<file path="config.mk">
export PLATFORM = sky130hd
export DESIGN_NAME = mmio_periph_hub
export DESIGN_NICKNAME = d
export VERILOG_FILES = /design/src/rtl/mmio_periph_hub.sv
export SDC_FILE = /design/constraint.sdc
export NUM_CORES = 1
export LEC_CHECK = 0
export CORE_ASPECT_RATIO = 0.7
export CORE_MARGIN = 3
export CORE_UTILIZATION = 29
export DETAILED_ROUTE_END_ITERATION = 8
export DONT_BUFFER_PORTS = 1
export PLACE_DENSITY = 0.43
export REMOVE_ABC_BUFFERS = 1
export SYNTH_ARGS = -nofsm -noshare
export SYNTH_HDL_FRONTEND = slang
export SYNTH_SLANG_ARGS = --single-unit
</file>
<file path="constraint.sdc">
create_clock -name clk -period 7.34 [get_ports clk]
set_clock_uncertainty 0.1 [all_clocks]
set_input_delay 0.734 -clock clk [delete_from_list [all_inputs] [get_ports clk]]
set_output_delay 0.734 -clock clk [all_outputs]
set_load 0.02 [all_outputs]
</file>
<file path="src/rtl/mmio_periph_hub.sv">
// Memory-mapped peripheral hub for the RV32I core: buffered 8N1 UART transmitter,
// 64-bit cycle counter and 64-bit instructions-retired counter with coherent HI reads.
module mmio_periph_hub #(
    parameter logic [31:0] BASE_ADDR  = 32'hf600_0000,
    parameter int          FIFO_DEPTH = 16,
    parameter int          BAUD_DIV   = 868
) (
    input  logic        clk,
    input  logic        rst,
    input  logic [31:0] addr,
    input  logic [31:0] wdata,
    input  logic        we,
    input  logic        re,
    input  logic        inst_retire,
    output logic [31:0] rdata,
    output logic        hit,
    output logic        uart_tx
);

    localparam int PW = (FIFO_DEPTH > 1) ? $clog2(FIFO_DEPTH) : 1;
    localparam int CW = PW + 1;
    localparam int BW = $clog2(BAUD_DIV);
    localparam logic [CW-1:0] DEPTH_C   = CW'(FIFO_DEPTH);
    localparam logic [BW-1:0] BAUD_LAST = BW'(BAUD_DIV - 1);

    typedef enum logic [1:0] {
        IDLE  = 2'd0,
        START = 2'd1,
        DATA  = 2'd2,
        STOP  = 2'd3
    } tx_state_t;

    // Register window decode: six word registers, word-aligned only.
    logic [31:0] offset;
    logic        mapped;
    logic [2:0]  reg_idx;

    assign offset  = addr - BASE_ADDR;
    assign mapped  = (offset < 32'd24) && (offset[1:0] == 2'b00);
    assign reg_idx = offset[4:2];
    assign hit     = mapped;

    logic wr_txdata, wr_status, rd_cyc_lo, rd_ir_lo;
    assign wr_txdata = we && mapped && (reg_idx == 3'd0);
    assign wr_status = we && mapped && (reg_idx == 3'd1);
    assign rd_cyc_lo = re && mapped && (reg_idx == 3'd2);
    assign rd_ir_lo  = re && mapped && (reg_idx == 3'd4);

    logic unused_wdata_bits;
    assign unused_wdata_bits = ^wdata[31:8];

    // TX FIFO storage and bookkeeping
    logic [7:0]    fifo_mem [FIFO_DEPTH];
    logic [PW-1:0] wr_ptr, rd_ptr;
    logic [CW-1:0] count;
    logic          empty, full;
    logic          pop, push_ok;
    logic          overflow;

    tx_state_t     state;
    logic [BW-1:0] baud_cnt;
    logic [2:0]    bit_idx;
    logic [7:0]    shift_reg;
    logic          baud_end;
    logic          tx_busy;

    assign empty    = (count == '0);
    assign full     = (count == DEPTH_C);
    assign baud_end = (baud_cnt == BAUD_LAST);
    assign tx_busy  = (state != IDLE);

    // The FSM dequeues when idle, or at the last STOP cycle for a gapless next frame.
    assign pop     = !empty && ((state == IDLE) || ((state == STOP) && baud_end));
    assign push_ok = wr_txdata && (!full || pop);

    always_ff @(posedge clk) begin
        if (push_ok) begin
            fifo_mem[wr_ptr] <= wdata[7:0];
        end
    end

    always_ff @(posedge clk or posedge rst) begin
        if (rst) begin
            wr_ptr   <= '0;
            rd_ptr   <= '0;
            count    <= '0;
            overflow <= 1'b0;
        end else begin
            if (push_ok) wr_ptr <= wr_ptr + 1'b1;
            if (pop)     rd_ptr <= rd_ptr + 1'b1;
            case ({push_ok, pop})
                2'b10:   count <= count + 1'b1;
                2'b01:   count <= count - 1'b1;
                default: count <= count;
            endcase
            // A dropped byte in the same cycle as a clear keeps the flag set.
            if (wr_txdata && !push_ok) begin
                overflow <= 1'b1;
            end else if (wr_status && wdata[3]) begin
                overflow <= 1'b0;
            end
        end
    end

    always_ff @(posedge clk or posedge rst) begin
        if (rst) begin
            state     <= IDLE;
            baud_cnt  <= '0;
            bit_idx   <= '0;
            shift_reg <= '0;
            uart_tx   <= 1'b1;
        end else begin
            case (state)
                IDLE: begin
                    uart_tx  <= 1'b1;
                    baud_cnt <= '0;
                    if (pop) begin
                        shift_reg <= fifo_mem[rd_ptr];
                        uart_tx   <= 1'b0;
                        state     <= START;
                    end
                end
                START: begin
                    if (baud_end) begin
                        baud_cnt  <= '0;
                        uart_tx   <= shift_reg[0];
                        shift_reg <= {1'b0, shift_reg[7:1]};
                        bit_idx   <= '0;
                        state     <= DATA;
                    end else begin
                        baud_cnt <= baud_cnt + 1'b1;
                    end
                end
                DATA: begin
                    if (baud_end) begin
                        baud_cnt <= '0;
                        if (bit_idx == 3'd7) begin
                            uart_tx <= 1'b1;
                            state   <= STOP;
                        end else begin
                            uart_tx   <= shift_reg[0];
                            shift_reg <= {1'b0, shift_reg[7:1]};
                            bit_idx   <= bit_idx + 1'b1;
                        end
                    end else begin
                        baud_cnt <= baud_cnt + 1'b1;
                    end
                end
                STOP: begin
                    if (baud_end) begin
                        baud_cnt <= '0;
                        if (pop) begin
                            shift_reg <= fifo_mem[rd_ptr];
                            uart_tx   <= 1'b0;
                            state     <= START;
                        end else begin
                            state <= IDLE;
                        end
                    end else begin
                        baud_cnt <= baud_cnt + 1'b1;
                    end
                end
                default: begin
                    state   <= IDLE;
                    uart_tx <= 1'b1;
                end
            endcase
        end
    end

    // Counters; a LO read snapshots the HI word so LO-then-HI pairs stay coherent.
    logic [63:0] cyc_cnt, ir_cnt;
    logic [31:0] cyc_hi_shadow, ir_hi_shadow;

    always_ff @(posedge clk or posedge rst) begin
        if (rst) begin
            cyc_cnt       <= '0;
            ir_cnt        <= '0;
            cyc_hi_shadow <= '0;
            ir_hi_shadow  <= '0;
        end else begin
            cyc_cnt <= cyc_cnt + 64'd1;
            if (inst_retire) ir_cnt        <= ir_cnt + 64'd1;
            if (rd_cyc_lo)   cyc_hi_shadow <= cyc_cnt[63:32];
            if (rd_ir_lo)    ir_hi_shadow  <= ir_cnt[63:32];
        end
    end

    logic [7:0]  count8;
    logic [31:0] status_word;
    assign count8      = 8'(count);
    assign status_word = {16'b0, count8, 4'b0, overflow, tx_busy, full, empty};

    always_comb begin
        rdata = '0;
        if (mapped) begin
            case (reg_idx)
                3'd1:    rdata = status_word;
                3'd2:    rdata = cyc_cnt[31:0];
                3'd3:    rdata = cyc_hi_shadow;
                3'd4:    rdata = ir_cnt[31:0];
                3'd5:    rdata = ir_hi_shadow;
                default: rdata = '0;
            endcase
        end
    end

endmodule

</file>
==> flow_summary.toml, run 1 <==
[outcome]
outcome = "finished, final reports clean"

[layout]
largest_reg_flops = 128
syn_to_final_growth_pct = 13.6
top_regs = "fifo_mem: 128 flops, cyc_cnt: 64 flops, ir_cnt: 64 flops"
top_register = "fifo_mem"
fill_cells = 5367
nNetsFinal = 1294
drive_above_1_share_pct = 17.6
n_antenna_cell = 0

[synthesis]
synth-seq-area-share_pct = 60.0
ys_dominant_reg_cell = "dfrtp_1"
syn-cell-area_um2 = 16000
synth_top_cell_by_area = "dfrtp_1"
synthArstFlopShare_pct = 64.2
ys_seq_elements = 358
syn_avg_cell_area_um2 = 13.3
netlist_instances = 1200
ys.warnings.count = 0
synth_enable_flop_cells = 128
yosysTopAreaCellShare_pct = 35.8
yosysUniqueCellTypes = 63
synth.area.top_cells = "dfrtp_1 (36%), edfxtp_1 (24%), xnor2_1 (6.2%), mux4_2 (5.6%), mux2_2 (4.9%)"

[placed_design]
globalplace.congestion = 0.756
dp_slack_ps = 2230
dpl.hpwl_mm = 29.3
numPortBuffers = 0

[critical_path]
worstPathArrival_ps = 4200
r2r_setup_slack_ps = 3580
path_class = "input port to primary output"
slowest_delay_ps = 1080
timing.rr.end = "fifo_mem[6][0]$_DFFE_PP_"
crit_slowest_cell = "a211oi_1"
end_kind = "primary output"
r2r-start = "baud_cnt[0]$_DFF_PP0_"
crit_chain = "ha_1 -> nor4_1 -> and4_1 -> o21ai_2 -> nor2_2 -> nand3_2 -> a211oi_1"
reg2regPathDepth = 7
required_ps = 6510
startpoint_type = "input port"
cp_max_fo = 30

[floorplan]
fp.dieH_um = 203
row_count = 71
initial_core_util_pct = 29.5
core-area_um2 = 54200
ioPinCount = 103
die_area_um2 = 58100
die_w_um = 287

[cts]
cts_tree = "built"
ctsHoldBuffers = 0
post_cts_buffers = 0
clk_pin_slew_worst_paths_ps = 60
cts_sinks = 358
root_buffer = "clkbuf_16"
cts_buffer_depth = 3
h-tree-depth = 2
numCtsBuffers = 39
cts-resized-gates = 0
clk_latency_ps = 550

[global_routing]
antenna_found_initial = 0
grt_pass1_vias = 9706
gr-total-overflow = 0
grt_max_degree = 87
grt_usage_pct = 14.9
grt_pass1_wl_mm = 65.1

[hold_path]
hp-class = "input port to asynchronous set/reset pin"

[detailed_routing]
via_per_inst = 4.90
drt_iter0_drc = 614
finalWirelength_mm = 42.7
ant_nets = 0
drc = 0
vias = 9638
first_pass_iters = 5
avgRoutedWirePerCell_um = 21.7

[pwr]
seq_power_share_pct = 50.1
p_sw_uw = 927
finalPower_uw = 4290
p_comb_share_pct = 2.8
leakagePower_uw = 0.00718
power.internal_uw = 3360
power.share.switching_pct = 21.6
peakVddDrop_mv = 0.136
power_density_nw_per_um2 = 236
power_frac_clock_pct = 47.1

[sta]
worst_pin_slew_ps = 1070
rsz0062_at_grt = "false"
fin_crit_sh_pct = 68.6
slew_viol_final = 0
setup_tns_ps = 0
finalHoldViolCount = 0
fin_crit_ps = 5030
max_freq_mhz = 199
relSlewSlack_pct = 28.9
setup_viol_count_final = 0
worst_slack_ps = 2310

[flow_run]
cap_violations = 0
cells in the final DEF, fill, tap and decap left out, types with 17 or more instances in the layout:
cell type	count
buf_4	17
edfxtp_1	128
xnor2_1	114
inv_1	22
o21ai_0	22
ha_1	17
xor2_1	30
dfrtp_1	228
nand3_1	55
nand4_1	36
mux4_2	40
nor2_1	58
nand2_1	76
and3_1	32
mux2_2	70
a22oi_1	56
a21oi_1	29
and2_1	20
clkbuf_16	40
critical path: cells and delay by family:
kind	cells	cell delay, ps
AO/OA/AOI/OAI	2	1220
adder cells (fa/ha/maj)	1	270
AND/OR/NAND/NOR	4	1940
kinds of logic after synthesis:
logic type,Yosys count,share of synthesized area [%]
flip-flops,358,60.0
AO/OA/AOI/OAI,137,5.93
buffers and inverters,74,1.87
multiplexers,120,11.2
XOR/XNOR,144,7.88
adder cells (fa/ha/maj),17,1.33
AND/OR/NAND/NOR,350,11.9
routing by layer:
metal / global-route usage, % / up-vias / share of wire [%]
li1: - / 4459 / -
met1: 24.6 / 4958 / 54
met2: 19.1 / 174 / 38
met3: 3.66 / 47 / 6.0
met4: 2.91 / 0 / 1.6
met5: 0 / - / 0
cells in the mapped netlist (6+ instances only):
library cell and instances:
a21oi_1 29, a221oi_1 7, a22oi_1 56, and2_1 20
and3_1 32, and4_1 14, buf_1 6, buf_2 14
clkbuf_1 29, dfrtp_1 229, edfxtp_1 128, ha_1 17
inv_1 23, mux2_2 70, mux2i_1 10, mux4_2 40
nand2_1 76, nand3_1 57, nand4_1 36, nor2_1 58
nor2b_1 10, nor3_1 12, nor4_1 14, o21ai_0 22
xnor2_1 114, xor2_1 30
how the worst max path moves through the flow:
stage	cells past startpoint	to	startpoint	slack, ps
final	7	rdata[8]	addr[25]	2310
after global routing	7	rdata[8]	addr[25]	2130
after CTS	7	rdata[8]	addr[25]	2230
after detailed placement	7	rdata[8]	addr[25]	2230
after global placement	7	rdata[8]	addr[25]	2280
after floorplan	1	baud_cnt[0]$_DFF_PP0_	rst	200
through the flow:
stage                     util (%)  area [um2]  hold WS (ps)  cells
after floorplan                  -       15800           342   1150
after CTS                     33.6       18200          50.8   1965
final                         33.6       18200          34.1   1965
after global placement        31.2       16900           357   1897
after global routing          33.6       18200          76.9   1965
after detailed placement      31.2       16900           360   1897
power groups by stage:
stage	Combinational (uW)	Sequential, uW	Clock, uW
after floorplan	88.7	2170	0
after global placement	122	2190	0
after detailed placement	123	2190	0
after CTS	123	2150	2080
after global routing	138	2160	2170
final	119	2150	2020
final cells by class:
cell class | count | area [um2] | area share, %
multi-input cells | 768 | 6150 | 33.8
clock inverters | 17 | 225 | 1.24
flip-flops and latches | 358 | 9600 | 52.8
repair buffers | 17 | 128 | 0.702
inverters | 24 | 97.6 | 0.537
well taps | 730 | 913 | 5.02
clock buffers | 51 | 1070 | 5.90
(Power assumes the default switching activity.)
==> inputs of run 2 (changes only) <==
==> constraint.sdc (replaced) <==
create_clock -name clk -period 4.6 [get_ports clk]
set_clock_uncertainty 0.1 [all_clocks]
set_input_delay 0.46 -clock clk [delete_from_list [all_inputs] [get_ports clk]]
set_output_delay 0.46 -clock clk [all_outputs]
set_load 0.02 [all_outputs]
==> flow_summary.toml, run 2 (synthesis gave the netlist of run 1 again) <==
[critical_path]
end_kind = "primary output"
cp-startpoint = "count[1]$_DFFE_PP0P_"
worstPathArrival_ps = 3070
required_ps = 4040
reg2regPathDepth = 13
path_class = "flip-flop to primary output"
startpoint_type = "flip-flop"
timing.rr.end = "count[4]$_DFFE_PP0P_"
crit_end = "rdata[0]"
cp_max_fo = 7
r2r-start = "count[1]$_DFFE_PP0P_"
r2r_setup_slack_ps = 1380

[cts]
numCtsBuffers = 38
root_buffer = "clkbuf_16"
clk_pin_slew_worst_paths_ps = 70
clk_latency_ps = 550
h-tree-depth = 2
cts_sinks = 358
cts_buffer_depth = 3
cts_tree = "built"

[layout]
syn_to_final_growth_pct = 15.8
final_cell_area_um2 = 18500
top_regs = "fifo_mem: 128 flops, cyc_cnt: 64 flops, ir_cnt: 64 flops"
mostFrequentLayoutCells = "dfrtp_1 (227), edfxtp_1 (128), xnor2_1 (114)"
drive_above_1_share_pct = 19.5
nNetsFinal = 1344
n_antenna_cell = 0
top_register = "fifo_mem"
layout.cells.most_common = "dfrtp_1"
largest_reg_flops = 128

[hold_path]
hp-class = "input port to flip-flop"

[placed_design]
numPortBuffers = 0
placed_area_um2 = 17200
dpl.hpwl_mm = 30.2
dp_slack_ps = 1310
globalplace.congestion = 0.751

[floorplan]
core-area_um2 = 54200
row_count = 71
initial_core_util_pct = 29.5
fp.dieH_um = 203
ioPinCount = 103
die_area_um2 = 58100
die_w_um = 287

[global_routing]
grt_use_met3_pct = 3.39
antenna_found_initial = 1
grt_max_degree = 132
gr-total-overflow = 0
grtUsageMet2_pct = 19.2
met1_usage_pct = 25.0
busiest_layer = "met1"
grt_usage_pct = 15.0
grt_pass1_vias = 9840
grt_pass1_wl_mm = 65.8

[pwr]
finalPower_uw = 6770
leakagePower_uw = 0.00741
peakVddDrop_mv = 0.310
power_density_nw_per_um2 = 365

[flow_run]
cap_violations = 0

[sta]
worst_pin_slew_ps = 1010
rsz0062_at_grt = "false"
relSlewSlack_pct = 32.4
fin_crit_sh_pct = 78.9
setup_tns_ps = 0
finalHoldViolCount = 0
fin_crit_ps = 3630
worst_slack_ps = 970
max_freq_mhz = 275
whs_ps = 197
setup_viol_count_final = 0
slew_viol_final = 0

[detailed_routing]
via_per_inst = 4.93
avgRoutedWirePerCell_um = 21.4
finalWirelength_mm = 43.1
first_pass_iters = 5
vias = 9921
drc = 0
drt_iter0_drc = 612
ant_nets = 0

[outcome]
outcome = "finished, final reports clean"
==> run 2: cell count changes in the layout (fill, tap and decap cells not counted), sizes merged <==
cell	delta
dlygate4sd3	+12
buf	+39
bufinv	-2
clkbuf	+1
clkinvlp	+1
inv	+1
clkinv	-3
==> run 2: metrics by stage <==
step	std cells	utilization [%]
after floorplan	1150	-
after global placement	1936	31.7
after detailed placement	1936	31.7
after CTS	2014	34.2
after global routing	2014	34.2
final	2014	34.2
==> run 2: critical path, stage by stage, from the launching register on <==
cell and delay, ps:
dfrtp_1 460, nor4_1 610, nor2b_1 460, a22oi_1 160, nor2_1 120, a221oi_1 100, nor3_1 610
==> run 2: worst min-delay path by stage <==
stage	start	endpoint	slack [ps]	depth (start not counted)
4_1_cts	inst_retire	ir_cnt[5]$_DFFE_PP0P_	170	3
6_report	inst_retire	ir_cnt[5]$_DFFE_PP0P_	200	3
5_1_grt	inst_retire	ir_cnt[5]$_DFFE_PP0P_	180	3
3_5_place_dp	ir_cnt[63]$_DFFE_PP0P_	ir_cnt[63]$_DFFE_PP0P_	360	1
2_1_floorplan	cyc_cnt[63]$_DFF_PP0_	cyc_cnt[63]$_DFF_PP0_	340	1
3_3_place_gp	ir_cnt[63]$_DFFE_PP0P_	ir_cnt[63]$_DFFE_PP0P_	360	1
==> run 2: per-layer routing <==
| metal | part of all wire (%) | up-vias |
|---|---|---|
| li1 | - | 4548 |
| met2 | 38 | 182 |
| met1 | 55 | 5147 |
| met5 | 0 | - |
| met3 | 5.8 | 44 |
| met4 | 1.5 | 0 |
==> run 2: final cells by class <==
| class | count | area [um2] |
|---|---|---|
| Fill cell | 5349 | 35700 |
| Sequential cell | 358 | 9600 |
| Multi-Input combinational cell | 768 | 6130 |
| Clock buffer | 52 | 1060 |
| Tap cell | 730 | 913 |
| Timing Repair Buffer | 68 | 541 |
| Clock inverter | 14 | 190 |
| Inverter | 24 | 97.6 |
==> run 2: what timing repair did <==
item,in CTS,in global routing
hold buffers,12,0
endpoints found under the hold margin,260,0
buffers inserted,0,0
resized for setup,0,0
==> run 2: power breakdown <==
group	switching, uW	total [uW]	internal, uW
clock network	1320	3130	1800
registers	64.7	3430	3370
logic	137	217	79.7
total	1530	6770	5250
==> inputs of run 3 (changes only) <==
==> constraint.sdc (replaced) <==
create_clock -name clk -period 3.3 [get_ports clk]
set_clock_uncertainty 0.1 [all_clocks]
set_input_delay 0.33 -clock clk [delete_from_list [all_inputs] [get_ports clk]]
set_output_delay 0.33 -clock clk [all_outputs]
set_load 0.02 [all_outputs]
==> flow_summary.toml, run 3 (synthesis gave the netlist of run 1 again) <==
[floorplan]
ioPinCount = 103
fp.dieH_um = 203
die_area_um2 = 58100
initial_core_util_pct = 29.5
row_count = 71
core-area_um2 = 54200
die_w_um = 287

[critical_path]
timing.rr.end = "fifo_mem[1][6]$_DFFE_PP_"
startpoint_type = "flip-flop"
reg2regPathDepth = 7
path_class = "flip-flop to primary output"
worstPathArrival_ps = 2560
end_kind = "primary output"
required_ps = 2870
cp_max_fo = 4
r2r-start = "baud_cnt[0]$_DFF_PP0_"
r2r_setup_slack_ps = 410

[placed_design]
globalplace.congestion = 0.766
numPortBuffers = 0
dpl.hpwl_mm = 30.0
dp_cells = 1958
dp_slack_ps = 375

[detailed_routing]
ant_nets = 0
avgRoutedWirePerCell_um = 21.0
vias = 9974
via_per_inst = 4.89
drt_iter0_drc = 879
first_pass_iters = 5
drc = 0
finalWirelength_mm = 42.9

[outcome]
outcome = "finished, final reports clean"

[pwr]
peakVddDrop_mv = 0.323
power_density_nw_per_um2 = 493
leakagePower_uw = 0.00752

[cts]
cts_sinks = 358
numCtsBuffers = 38
cts_tree = "built"
clk_latency_ps = 570
clk_pin_slew_worst_paths_ps = 60
ctsHoldBuffers = 12
cts_buffer_depth = 3
cts-resized-gates = 0
h-tree-depth = 2
root_buffer = "clkbuf_16"
post_cts_buffers = 0

[global_routing]
grt_usage_pct = 15.0
antenna_found_initial = 1
grt_pass1_wl_mm = 65.5
grt_pass1_vias = 10100
gr-total-overflow = 0
grt_max_degree = 97

[layout]
drive_above_1_share_pct = 20.7
largest_reg_flops = 128
mostFrequentLayoutCells = "dfrtp_1 (228), edfxtp_1 (128), xnor2_1 (114)"
nNetsFinal = 1366
top_regs = "fifo_mem: 128 flops, cyc_cnt: 64 flops, ir_cnt: 64 flops"
layout.cells.most_common = "dfrtp_1"
syn_to_final_growth_pct = 16.6
fill_cells = 5414
final_cells = 2039
top_register = "fifo_mem"

[sta]
setup_viol_count_final = 0
fin_crit_sh_pct = 90.7
relSlewSlack_pct = 48.9
worst_pin_slew_ps = 764
worst_slack_ps = 305
slew_viol_final = 0
rsz0062_at_grt = "false"
max_freq_mhz = 334
whs_ps = 62.3
finalHoldViolCount = 0
fin_crit_ps = 2990

[flow_run]
cap_violations = 0

[hold_path]
whs_path_depth = 3
hp-class = "input port to flip-flop"
holdPathEnd = "ir_cnt[5]$_DFFE_PP0P_"
min-delay-start = "inst_retire"
## run 3: changes by cell type in the layout (fill, tap and decap cells not counted), sizes merged
cell / before / now
clkinv: 7 / 16
diode: 0 / 2
bufinv: 3 / 1
clkinvlp: 2 / 0
clkbuf: 52 / 48
buf: 56 / 78
## run 3: final cells by class
cell class	count	area, um2	share of cell area [%]
repair buffers	90	756	4.05
clock inverters	19	134	0.717
multi-input cells	768	6130	32.8
diodes	2	5.00	0.0268
well taps	730	913	4.89
inverters	24	97.6	0.523
clock buffers	48	1040	5.57
flip-flops and latches	358	9600	51.4
## run 3: worst max-delay path by stage
stage,from,to,cells after the start
after floorplan,rst,baud_cnt[0]$_DFF_PP0_,1
after global placement,addr[25],fifo_mem[1][5]$_DFFE_PP_,7
after detailed placement,addr[25],fifo_mem[3][3]$_DFFE_PP_,7
after CTS,count[2]$_DFFE_PP0P_,rdata[0],8
after global routing,count[1]$_DFFE_PP0P_,rdata[0],8
final,count[0]$_DFFE_PP0P_,rdata[0],8
## run 3: report_power, final
| group | total, uW | internal [uW] | switching (uW) |
|---|---|---|---|
| Sequential | 4780 | 4690 | 90.9 |
| Clock | 4120 | 2320 | 1810 |
| Combinational | 309 | 116 | 193 |
## run 3: layer usage
layer | share of wire (%) | track usage, % | vias to the layer above
li1 | - | - | 4608
met1 | 56 | 25.1 | 5154
met2 | 38 | 19.5 | 171
met3 | 4.6 | 2.69 | 39
met4 | 1.3 | 3.11 | 2
met5 | 0.030 | 0 | -
## run 3: stage by stage
step	setup TNS (ps)	utilization, %	instance area (um2)	total power [uW]
floorplan	-795630	-	15800	5030
global placement	0	32.1	17400	5140
detailed placement	0	32.1	17400	5150
CTS	0	34.5	18700	9360
global route	0	34.5	18700	9610
finish	0	34.5	18700	9220
## run 3: critical path, cell delays in order (launching register included)
cell and delay (ps):
dfrtp_1 450, nor4_1 540, nor2b_1 240, buf_4 160
a22oi_1 80, nor2_1 100, a221oi_1 100, nor3_1 190
buf_4 170
